**src/rtl/alu_scheduler.sv**
```systemverilog
`default_nettype none
// ============================================================================
//  Module      : alu_scheduler
//  Description : Round-robin sharing of the execution-unit ALU between the
//                main issue pipeline (req0) and the branch/address helper
//                (req1). Drives ALU operands/control/freeze, times each op
//                by opcode latency, captures result and flags, and returns
//                them on a valid/ready response channel tagged with the id.
//  Revision    : 1.0  initial release
// ============================================================================
module alu_scheduler #(
    parameter int LAT_BASE = 1,
    parameter int LAT_MUL  = 3,
    parameter int LAT_DIV  = 8
) (
    input  logic        clock,
    input  logic        reset_n,
    // requester 0: main pipeline issue
    input  logic        req0_valid,
    input  logic [3:0]  req0_op,
    input  logic [31:0] req0_a,
    input  logic [31:0] req0_b,
    input  logic        req0_unsigned,
    output logic        req0_ready,
    // requester 1: branch/address helper
    input  logic        req1_valid,
    input  logic [3:0]  req1_op,
    input  logic [31:0] req1_a,
    input  logic [31:0] req1_b,
    input  logic        req1_unsigned,
    output logic        req1_ready,
    // response channel
    output logic        rsp_valid,
    input  logic        rsp_ready,
    output logic        rsp_id,
    output logic [31:0] rsp_result,
    output logic        rsp_overflow,
    output logic        rsp_zero,
    // ALU side
    output logic [31:0] alu_inp1,
    output logic [31:0] alu_inp2,
    output logic [3:0]  alu_ctrl,
    output logic        alu_unsigned,
    output logic        alu_freeze,
    input  logic [31:0] alu_result,
    input  logic        alu_overflow,
    input  logic        alu_zero,
    output logic        busy
);

    localparam logic [3:0] c_OP_NOP   = 4'b0000;
    localparam logic [3:0] c_OP_MUL   = 4'b0011;
    localparam logic [3:0] c_OP_DIV   = 4'b0100;
    localparam logic [3:0] c_LAT_BASE = 4'(LAT_BASE);
    localparam logic [3:0] c_LAT_MUL  = 4'(LAT_MUL);
    localparam logic [3:0] c_LAT_DIV  = 4'(LAT_DIV);

    typedef enum logic [1:0] {
        ST_IDLE = 2'd0,
        ST_EXEC = 2'd1,
        ST_DONE = 2'd2
    } state_t;

    state_t      r_state;
    state_t      w_state_next;

    logic        r_last_id;     // requester granted most recently
    logic        r_exec_id;     // requester owning the op in flight
    logic        r_nop;         // op in flight is a NOP: ALU stays frozen
    logic [3:0]  r_count;

    logic [31:0] r_alu_inp1;
    logic [31:0] r_alu_inp2;
    logic [3:0]  r_alu_ctrl;
    logic        r_alu_unsigned;

    logic        r_rsp_id;
    logic [31:0] r_rsp_result;
    logic        r_rsp_overflow;
    logic        r_rsp_zero;

    logic        w_window;
    logic        w_gnt0;
    logic        w_gnt1;
    logic        w_accept;
    logic        w_sel_id;
    logic [3:0]  w_sel_op;
    logic [31:0] w_sel_a;
    logic [31:0] w_sel_b;
    logic        w_sel_unsigned;
    logic [3:0]  w_sel_lat;

    // Accept window, round-robin grant and selected request payload/latency
    always_comb begin
        w_window       = (r_state == ST_IDLE) || ((r_state == ST_DONE) && rsp_ready);
        // a tie goes to whichever requester was not granted last
        w_gnt0         = req0_valid && (!req1_valid || r_last_id);
        w_gnt1         = req1_valid && (!req0_valid || !r_last_id);
        // ready is forced low while reset is asserted
        w_accept       = reset_n && w_window && (w_gnt0 || w_gnt1);
        w_sel_id       = w_gnt1;
        w_sel_op       = w_gnt1 ? req1_op       : req0_op;
        w_sel_a        = w_gnt1 ? req1_a        : req0_a;
        w_sel_b        = w_gnt1 ? req1_b        : req0_b;
        w_sel_unsigned = w_gnt1 ? req1_unsigned : req0_unsigned;
        // a NOP spends one pass-through cycle so its response lands one edge
        // after acceptance, the same as a single-cycle op
        case (w_sel_op)
            c_OP_NOP: w_sel_lat = 4'd1;
            c_OP_MUL: w_sel_lat = c_LAT_MUL;
            c_OP_DIV: w_sel_lat = c_LAT_DIV;
            default:  w_sel_lat = c_LAT_BASE;
        endcase
    end

    // FSM state register
    always_ff @(posedge clock or negedge reset_n) begin
        if (!reset_n) begin
            r_state <= ST_IDLE;
        end else begin
            r_state <= w_state_next;
        end
    end

    // FSM next state
    always_comb begin
        w_state_next = r_state;
        case (r_state)
            ST_IDLE: begin
                if (w_accept) begin
                    w_state_next = ST_EXEC;
                end
            end
            ST_EXEC: begin
                if (r_count == 4'd1) begin
                    w_state_next = ST_DONE;
                end
            end
            ST_DONE: begin
                if (rsp_ready) begin
                    w_state_next = w_accept ? ST_EXEC : ST_IDLE;
                end
            end
            default: w_state_next = ST_IDLE;
        endcase
    end

    // Issue registers, latency counter and response capture
    always_ff @(posedge clock or negedge reset_n) begin
        if (!reset_n) begin
            r_last_id      <= 1'b1;
            r_exec_id      <= 1'b0;
            r_nop          <= 1'b0;
            r_count        <= 4'd0;
            r_alu_inp1     <= 32'd0;
            r_alu_inp2     <= 32'd0;
            r_alu_ctrl     <= 4'd0;
            r_alu_unsigned <= 1'b0;
            r_rsp_id       <= 1'b0;
            r_rsp_result   <= 32'd0;
            r_rsp_overflow <= 1'b0;
            r_rsp_zero     <= 1'b0;
        end else if (w_accept) begin
            r_last_id      <= w_sel_id;
            r_exec_id      <= w_sel_id;
            r_nop          <= (w_sel_op == c_OP_NOP);
            r_count        <= w_sel_lat;
            r_alu_inp1     <= w_sel_a;
            r_alu_inp2     <= w_sel_b;
            r_alu_ctrl     <= w_sel_op;
            r_alu_unsigned <= w_sel_unsigned;
        end else if (r_state == ST_EXEC) begin
            r_count <= r_count - 4'd1;
            if (r_count == 4'd1) begin
                r_rsp_id <= r_exec_id;
                if (r_nop) begin
                    r_rsp_result   <= 32'd0;
                    r_rsp_overflow <= 1'b0;
                    r_rsp_zero     <= 1'b1;
                end else begin
                    r_rsp_result   <= alu_result;
                    r_rsp_overflow <= alu_overflow;
                    r_rsp_zero     <= alu_zero;
                end
            end
        end
    end

    assign req0_ready   = w_accept && w_gnt0;
    assign req1_ready   = w_accept && w_gnt1;
    assign rsp_valid    = (r_state == ST_DONE);
    assign rsp_id       = r_rsp_id;
    assign rsp_result   = r_rsp_result;
    assign rsp_overflow = r_rsp_overflow;
    assign rsp_zero     = r_rsp_zero;
    assign alu_inp1     = r_alu_inp1;
    assign alu_inp2     = r_alu_inp2;
    assign alu_ctrl     = r_alu_ctrl;
    assign alu_unsigned = r_alu_unsigned;
    assign alu_freeze   = !((r_state == ST_EXEC) && !r_nop);
    assign busy         = (r_state != ST_IDLE);

endmodule
`default_nettype wire

```
**config.mk**
```make
export PLATFORM = sky130hd
export DESIGN_NAME = alu_scheduler
export DESIGN_NICKNAME = d
export VERILOG_FILES = /design/src/rtl/alu_scheduler.sv
export SDC_FILE = /design/constraint.sdc
export NUM_CORES = 1
export LEC_CHECK = 0
export CAP_MARGIN = 20
export CORE_UTILIZATION = 39
export DETAILED_ROUTE_END_ITERATION = 10
export GPL_TIMING_DRIVEN = 0
export PLACE_DENSITY_LB_ADDON = 0.3
export SKIP_CTS_REPAIR_TIMING = 1
export SYNTH_ARGS = -nofsm -noshare
export SYNTH_HDL_FRONTEND = slang
export SYNTH_SLANG_ARGS = --single-unit
```
**constraint.sdc**
```tcl
create_clock -name clock -period 1.87 [get_ports clock]
set_clock_uncertainty 0.1 [all_clocks]
set_input_delay 0.187 -clock clock [delete_from_list [all_inputs] [get_ports clock]]
set_output_delay 0.187 -clock clock [all_outputs]
set_load 0.01 [all_outputs]
```
==> impl_metrics.toml, run 1 <==
[worst_setup_path]
reg2reg_to = "alu_inp2[3]$_DFFE_PN0N_"
worstSetupPathType = "reg -> out"
crit_path_end_kind = "output pin"
worstPathRequired_ns = 1.58
reg2reg_slack_ns = 0.13
arrival_ns = 1.67
r2r_start = "r_state[1]$_DFFE_PN0P_"
worst_setup_path_start_kind = "register"
worst-path-max-fanout = 10
worstRegToRegCells = 7

[place]
hpwl_mm = 12.52
dp_cells = 964
io_buffers = 285
gp_congestion = 0.8100
pre_cts_slack_ns = -0.6574

[yosys]
yosysTopAreaCell = "dfrtp_1"
synth_cells = 506
synth_edf_count = 0
synth-seq-cells = 113
synthesis.area_um2 = 5054
synth.top_cells.by_count = "dfrtp_1 (112), nor2_1 (74), nand2_1 (72)"
synth_area_leaders = "dfrtp_1 (55%), mux2i_1 (14%), a21oi_1 (7.0%), nor2_1 (5.5%), nand2_1 (5.3%)"
yosysSeqAreaShare = 0.5598
avgSynthCellArea_um2 = 9.987
async_flop_share = 1.000
synth_top_area_frac = 0.5546
yosysMostFrequentCell = "dfrtp_1"
synth_top_flop_cell = "dfrtp_1"
synth.distinct_cells = 36
synth_nets = 685
ys.warnings.count = 0

[drt]
ant_nets = 0
drt_iter0_drc = 235
dr.pass1.iters = 4
wirelength_mm = 16.36
via_count = 4899
viasPerCell = 4.899
drcViolationCount = 0
wire_per_inst_um = 16.36

[run]
maxCapViolations = 0

[clock_tree]
cts-buffers-inserted = 17
clk_latency_ns = 0.40
cts_root_buf = "clkbuf_16"
htreeDepth = 4
clock_sinks = 113
cts.path.max_buffers = 2
cts_tree = "yes"
path_clk_slew_ns = 0.05

[die]
start_util = 0.4005
die_w_um = 115.8
core_area_um2 = 12620
design.die.area_um2 = 13420
fp.dieH_um = 115.8
io_pins = 286
placementRows = 41

[timing]
holdWs_ns = -0.4368
tightest_slew_ns = 0.4590
worst_slack_ns = -0.08802
hold_viol = 112
rsz0062_at_grt = "yes"
slew_headroom = 0.6940
period_needed_ns = 1.958
setup_viol = 1
slew_violations = 0
min_period_over_period = 1.047
max_freq_mhz = 510.7

[worst_hold_path]
hp-class = "in -> async"

[global_routing]
grt_usage = 0.2429
overflow = 0
grt_antenna_before_repair = 0
grt_pass1_wl_mm = 24.56
grt_max_degree = 60
grt_pass1_vias = 4974

[cells_and_area]
diodes = 0
fin_cells = 1000
area_growth_syn_to_layout_pct = 74.99
layout-drive-gt1-share = 0.08696
fillCellCount = 982
finalNetCount = 995

[pwr]
p_total_mw = 13.74
p_per_area_nw_per_um2 = 1554
leakagePower_nw = 3.910
peakVddDrop_mv = 0.6411

[run_status]
violations = "negative hold slack, negative setup slack"
status = "complete, but fails checks"
worst max-delay path, stage by stage (launching register included):
cell and delay [ns]:
dfstp_2 0.55, a21boi_1 0.08, buf_6 0.16, buf_6 0.16, and2_1 0.18, clkbuf_2 0.14
sequential cells by signal (all words and copies together), names as in the netlist:
| signal | count |
|---|---|
| rsp_overflow | 1 |
| r_state | 2 |
| alu_ctrl | 4 |
| r_exec_id | 1 |
| r_count | 4 |
| alu_inp1 | 32 |
| r_nop | 1 |
| alu_inp2 | 32 |
| r_last_id | 1 |
| rsp_result | 32 |
| rsp_id | 1 |
| rsp_zero | 1 |
| alu_unsigned | 1 |
report_power, final:
part	internal [mW]	switching (mW)
combinational	3.28	2.77
sequential	3.66	0.717
clock	2.25	1.06
metrics by stage:
step,utilization,area [um^2],TNS [ns]
after detailed placement,0.6455,8147,-42.12
final,0.7008,8843,-0.08802
after global routing,0.7008,8843,-0.2672
after floorplan,-,5054,0
after global placement,0.6436,8122,-751.68
after CTS,0.6939,8757,-12.34
how the worst max path moves through the flow:
| stage | start | end | slack (ns) | cells past startpoint |
|---|---|---|---|---|
| 2_1_floorplan | r_count[1]$_DFFE_PN0P_ | rsp_id$_DFFE_PN0P_ | 0.23 | 6 |
| 3_3_place_gp | reset_n | alu_ctrl[1]$_DFFE_PN0N_ | -4.19 | 5 |
| 3_5_place_dp | req1_valid | req1_ready | -0.66 | 6 |
| 4_1_cts | r_last_id$_DFFE_PN1N_ | req1_ready | -0.71 | 5 |
| 5_1_grt | r_last_id$_DFFE_PN1N_ | req1_ready | -0.17 | 5 |
| 6_report | r_last_id$_DFFE_PN1N_ | req1_ready | -0.09 | 5 |
kinds of logic (layout without fill, tap and decap cells):
family          after synthesis  count (layout)  synth area share
simple gates                162             162            0.1337
compound gates              116             116            0.1179
flops                       113             113            0.5598
mux                          71              71            0.1409
buf+inv                      39             361           0.03763
xor+xnor                      3               3          0.005200
fa+ha+maj                     2               2          0.004951
metal layers:
| metal | share of wire | global-route usage |
|---|---|---|
| met1 | 0.37 | 0.2580 |
| met4 | 0.018 | 0.08718 |
| met2 | 0.52 | 0.4401 |
| met5 | 0 | 0 |
| met3 | 0.088 | 0.08944 |
cell type report:
type	count	area, um^2	area share
clock inverters	10	160.2	0.01811
clock buffers	21	450.4	0.05093
plain buffers	34	197.7	0.02235
multi-input cells	354	2044	0.2312
flip-flops and latches	113	2830	0.3200
repair buffers	291	2923	0.3305
well taps	172	215.2	0.02433
inverters	5	22.52	0.002547
layout by cell type (no fill, tap or decap), drive strengths merged, types with 5 or more instances in the layout:
cell           netlist  final
mux2i               70     70
clkinv               1      5
clkdlybuf4s50        0    279
nand2               73     73
nor2                74     74
a21oi               71     71
o21ai               39     39
dfrtp              112    112
clkbuf               9     33
buf                 25     31
(Power assumes the default switching activity.)
==> inputs of run 2 (changes only) <==
--- a/config.mk
+++ b/config.mk
@@ -6,8 +6,10 @@
 export NUM_CORES = 1
 export LEC_CHECK = 0
 export CAP_MARGIN = 20
-export CORE_UTILIZATION = 39
+export CORE_AREA = 2 2 111 113
 export DETAILED_ROUTE_END_ITERATION = 10
+export DIE_AREA = 0 0 113 115
+export DONT_BUFFER_PORTS = 1
 export GPL_TIMING_DRIVEN = 0
 export PLACE_DENSITY_LB_ADDON = 0.3
 export SKIP_CTS_REPAIR_TIMING = 1
==> run 2 against run 1 <==
The flow now stops in global routing; synthesized area is the same; synthesized cell count did not move.
==> impl_metrics.toml, run 2 <==
[run_status]
status = "stopped before the end"
haltStage = "global routing"
firstError = "[ERROR RSZ-0060] Max buffer count reached."

[yosys]
synth_cells = 506
synthesis.area_um2 = 5054
synth_compound_area_frac = 0.1179
synth_top_area_frac = 0.5546
yosys.area_share.adder = 0.004952
synthMuxAreaShare = 0.1409
yosysMostFrequentCell = "dfrtp_1"
async_flop_share = 1.000
synth-seq-cells = 113
synth_top_flop_cell = "dfrtp_1"
yosysSeqAreaShare = 0.5598
synth.top_cells.by_count = "dfrtp_1 (112), nor2_1 (74), nand2_1 (72)"
synth_edf_count = 0
yosysTopAreaCell = "dfrtp_1"
synth_nets = 685
ys.warnings.count = 0
synth_area_leaders = "dfrtp_1 (55%), mux2i_1 (14%), a21oi_1 (7.0%), nor2_1 (5.5%), nand2_1 (5.3%)"
yosys.area_share.xor_xnor = 0.005199
avgSynthCellArea_um2 = 9.987
synth_top_family_by_area = "multiplexers"
synth.distinct_cells = 36
yosys.area_share.simple = 0.1337

[place]
io_buffers = 0
gp_congestion = 0.7790
hpwl_mm = 10.43
pre_cts_slack_ns = -0.02316

[die]
placementRows = 40
die_w_um = 113
fp.dieH_um = 115
start_util = 0.4279
io_pins = 286

[clock_tree]
clock_sinks = 113
htreeDepth = 4
cts-buffers-inserted = 17
cts.path.max_buffers = 2
cts_root_buf = "clkbuf_16"

[global_routing]
grt_max_degree = 117

[timing]
endpoint_type = "top-level output"
grt-worst-endpoint = "req1_ready"
[run 2: logic make-up after synthesis]
logic type,after synthesis
AND/OR/NAND/NOR,162
buffers and inverters,39
multiplexers,71
AO/OA/AOI/OAI,116
adder cells (fa/ha/maj),2
flip-flops,113
XOR/XNOR,3
[run 2: stage by stage]
| stage | area [um^2] | utilization | std cells | TNS, ns |
|---|---|---|---|---|
| after floorplan | 5054 | - | 506 | 0 |
| after global placement | 5238 | 0.4434 | 653 | 0 |
| after detailed placement | 5238 | 0.4434 | 653 | -0.1621 |
| after CTS | 5812 | 0.4921 | 682 | -0.5019 |
==> inputs of run 3 (changes only) <==
--- a/config.mk
+++ b/config.mk
@@ -6,12 +6,11 @@
 export NUM_CORES = 1
 export LEC_CHECK = 0
 export CAP_MARGIN = 20
-export CORE_AREA = 2 2 111 113
+export CORE_UTILIZATION = 40
 export DETAILED_ROUTE_END_ITERATION = 10
-export DIE_AREA = 0 0 113 115
 export DONT_BUFFER_PORTS = 1
 export GPL_TIMING_DRIVEN = 0
-export PLACE_DENSITY_LB_ADDON = 0.3
+export PLACE_DENSITY_LB_ADDON = 0.15
 export SKIP_CTS_REPAIR_TIMING = 1
 export SYNTH_ARGS = -nofsm -noshare
 export SYNTH_HDL_FRONTEND = slang
==> run 3 against run 2 <==
The run again fails in global routing; synthesized cell count is the same; synthesized area is the same.
==> impl_metrics.toml, run 3 <==
[run_status]
status = "stopped before the end"
haltStage = "global routing"
firstError = "[ERROR RSZ-0060] Max buffer count reached."

[yosys]
yosysMostFrequentCell = "dfrtp_1"
yosysSeqAreaShare = 0.5598
synth_edf_count = 0
synth_area_leaders = "dfrtp_1 (55%), mux2i_1 (14%), a21oi_1 (7.0%), nor2_1 (5.5%), nand2_1 (5.3%)"
async_flop_share = 1.000
synth-seq-cells = 113
synth_top_area_frac = 0.5546
synth_nets = 685
synth.distinct_cells = 36
synthesis.area_um2 = 5054
synth_cells = 506
ys.warnings.count = 0
avgSynthCellArea_um2 = 9.987
synth.top_cells.by_count = "dfrtp_1 (112), nor2_1 (74), nand2_1 (72)"
synth_top_flop_cell = "dfrtp_1"
yosysTopAreaCell = "dfrtp_1"

[die]
start_util = 0.4155
die_w_um = 114.4
placementRows = 40
io_pins = 286
fp.dieH_um = 114.4

[timing]
grt-worst-endpoint = "req1_ready"
endpoint_type = "top-level output"

[clock_tree]
cts_root_buf = "clkbuf_16"
htreeDepth = 4
cts-buffers-inserted = 17
cts.path.max_buffers = 2
clock_sinks = 113

[place]
io_buffers = 0
gp_congestion = 0.7909
hpwl_mm = 9.940
pre_cts_slack_ns = -0.02914

[global_routing]
grt_max_degree = 117
## run 3: metrics by stage
stage               TNS (ns)  instance area [um^2]  instances
CTS                  -0.4835                  5851        704
detailed placement   -0.1918                  5264        674
global placement           0                  5264        674
floorplan                  0                  5054        506
## run 3: logic make-up after synthesis
family | count (synthesis) | synth area share
adders and majority gates | 2 | 0.004951
xor gates and xnor gates | 3 | 0.005200
and+or+nand+nor | 162 | 0.1337
buffers and inverters | 39 | 0.03763
DFF | 113 | 0.5598
muxes | 71 | 0.1409
AOI/OAI and AO/OA | 116 | 0.1179
==> RTL change, RTL diff (settings of run 1) <==
Re-encode `state_t` (3 states) as one-hot, 3 bits wide.
--- a/src/rtl/alu_scheduler.sv
+++ b/src/rtl/alu_scheduler.sv
@@ -56,8 +56,8 @@
     localparam logic [3:0] c_LAT_DIV  = 4'(LAT_DIV);
 
-    typedef enum logic [1:0] {
-        ST_IDLE = 2'd0,
-        ST_EXEC = 2'd1,
-        ST_DONE = 2'd2
+    typedef enum logic [2:0] {
+        ST_IDLE = 3'b001,
+        ST_EXEC = 3'b010,
+        ST_DONE = 3'b100
     } state_t;
 
Function: same outputs for any inputs over 4 cycles, from zero or initial values and one cycle with reset_n low; so few cycles prove little.
==> RTL change against run 1 <==
- the flow still finishes with violations (negative hold slack, negative setup slack)
- total power is 3.2% lower
- fmax down 12%
- cell area rose by 3.2%
- routed wire length grew 5.5%
- synthesized cell count increased by 1.2%
- worst setup slack worse by 280 ps
- sequential share of layout area decreased by 0.68 points
- clock power fell by 11%
- sequential cell count is 1 higher
- die area increased by 3.2%
- first-iteration DRC count shrank 5.5%
- synthesized area rose by 3.2%
- global-route usage is 1.2 points higher
- largest power group unchanged
==> RTL change: results (changes against run 1) <==
{| class="wikitable"
! Metric !! Value
|-
| Share of synthesized area occupied by flip-flops and latches || 0.547 (-0.0124)
|-
| Pin count of the biggest net entering global routing || 72 (+20%)
|-
| Violated checks || negative hold slack, negative setup slack
|-
| Final count of hold timing violations || 112 (unchanged)
|-
| Total routed wire length on the met1 layer || 6560 microns (+7.4%)
|-
| Startpoint of the worst-slack reg-to-reg timing path || r_state[0]
|-
| Final total negative setup slack || -4440 ps (-4350 ps)
|-
| Worst setup slack after layout || -368 ps (-280 ps)
|-
| Setup Viol. Count Final || 42 (+41)
|-
| Power consumed by the clock network || 2.96 mW (-11%)
|-
| Detailed Routing Iterations Pass 1 || 5 (+1)
|-
| Critical path capture point || req1_ready
|-
| Routed vias || 5,046 (+3.0%)
|-
| Fraction of power consumed by the clock network || 0.222 (-0.019)
|-
| Master cell of the clock root buffer || clkbuf_16
|-
| DRT iter0 DRCs || 222 (-5.5%)
|-
| Cells on worst reg2reg path || 11 (+4)
|-
| Via count of the first global-routing pass || 5,292 (+6.4%)
|-
| Total net switching power || 4.38 mW (-3.7%)
|-
| Met1 capacity usage during global routing || 0.283 (+0.0248)
|-
| Worst hold-check slack || -424 ps (+13.0 ps)
|-
| Post-place instance area || 0.00831 sq mm (+2.0%)
|-
| Routability Congestion || 0.826 (+2.0%)
|-
| Critical R2R Capture || alu_inp2[6]
|-
| Gate count after technology mapping || 512 (+1.2%)
|-
| Placed instance count || 970 (+0.62%)
|-
| Maximum ir drop on the vdd rail || 0.000692 V (+8.0%)
|-
| Post-Place Worst Slack || -1280 ps (-619 ps)
|-
| Worst-path fanout max || 7 (-3)
|-
| Worst reg-to-reg setup slack || -300 ps (-430 ps)
|-
| Status || finished with violations
|-
| Post-synthesis async set-or-reset flop share || 1.00 (unchanged)
|-
| Initial antenna violation count || 0 (unchanged)
|-
| Largest stage delay, worst path || 580 ps (+30 ps)
|-
| WL met2 || 8770 microns (+3.1%)
|-
| Clock edge transition at the registers on the reported setup and hold paths || 50 ps (about the same)
|-
| Commonest cells post-synth || dfrtp_1, nand2_1, o21ai_0
|-
| Global routing met2 resource utilization || 0.439 (-0.00148)
|-
| Syn_nets || 691 (+0.88%)
|-
| Power in combinational cells || 5.93 mW (-2%)
|-
| Global-route met3 utilization || 0.0969 (+0.00746)
|-
| Leak pwr || 4.17 nW (+6.6%)
|-
| Tot GR Track Use || 0.255 (+0.0120)
|-
| Final-layout fill cell count || 941 (-4.2%)
|-
| DPL Wire Length || 13,100 microns (+4.9%)
|-
| DR WL met3 || 1480 microns (+2.1%)
|-
| Max_slew headroom || 0.658 (-0.0363)
|-
| Fraction of final layout cells sized beyond drive strength 1 || 0.109 (+0.0222)
|-
| Wire length after detailed routing || 17,300 microns (+5.5%)
|-
| Synth cell types || 37 (+2.8%)
|-
| Final instance count without filler cells || 1,015 (+1.5%)
|-
| Leading post-synthesis cells by cell area || dfrtp_1, mux2i_1, o21ai_0, nand2_1, nand2b_1
|-
| Diodes inserted || 0 (unchanged)
|-
| Wire length of the first global-routing pass || 27,200 microns (+11%)
|}
-- RTL change: cell families (layout without fill, tap and decap cells) --
| group | count (synthesis) | after routing | synth area share |
|---|---|---|---|
| compound gates | 122 | 122 | 0.128 |
| xor+xnor | 2 | 2 | 0.00336 |
| fa+ha+maj | 2 | 2 | 0.00480 |
| buf+inv | 38 | 369 | 0.0345 |
| flops | 114 | 114 | 0.547 |
| mux | 70 | 70 | 0.135 |
| simple gates | 164 | 164 | 0.148 |
-- RTL change: critical path: cells and delay by family (launching register included) --
family | cells | cell delay [ps]
buf+inv | 3 | 410
simple gates | 2 | 310
flops | 1 | 580
compound gates | 1 | 250
-- RTL change: cell type report --
cell class                 count  area [sq um]  share of cell area
buffer                        31           221              0.0243
clock buffer                  25           485              0.0532
clock inverter                 6          55.1             0.00603
inverter                       3          11.3             0.00123
multi-input combinational    360          2220               0.243
sequential                   114          2860               0.313
tap                          172           215              0.0236
timing repair buffer         304          3060               0.335
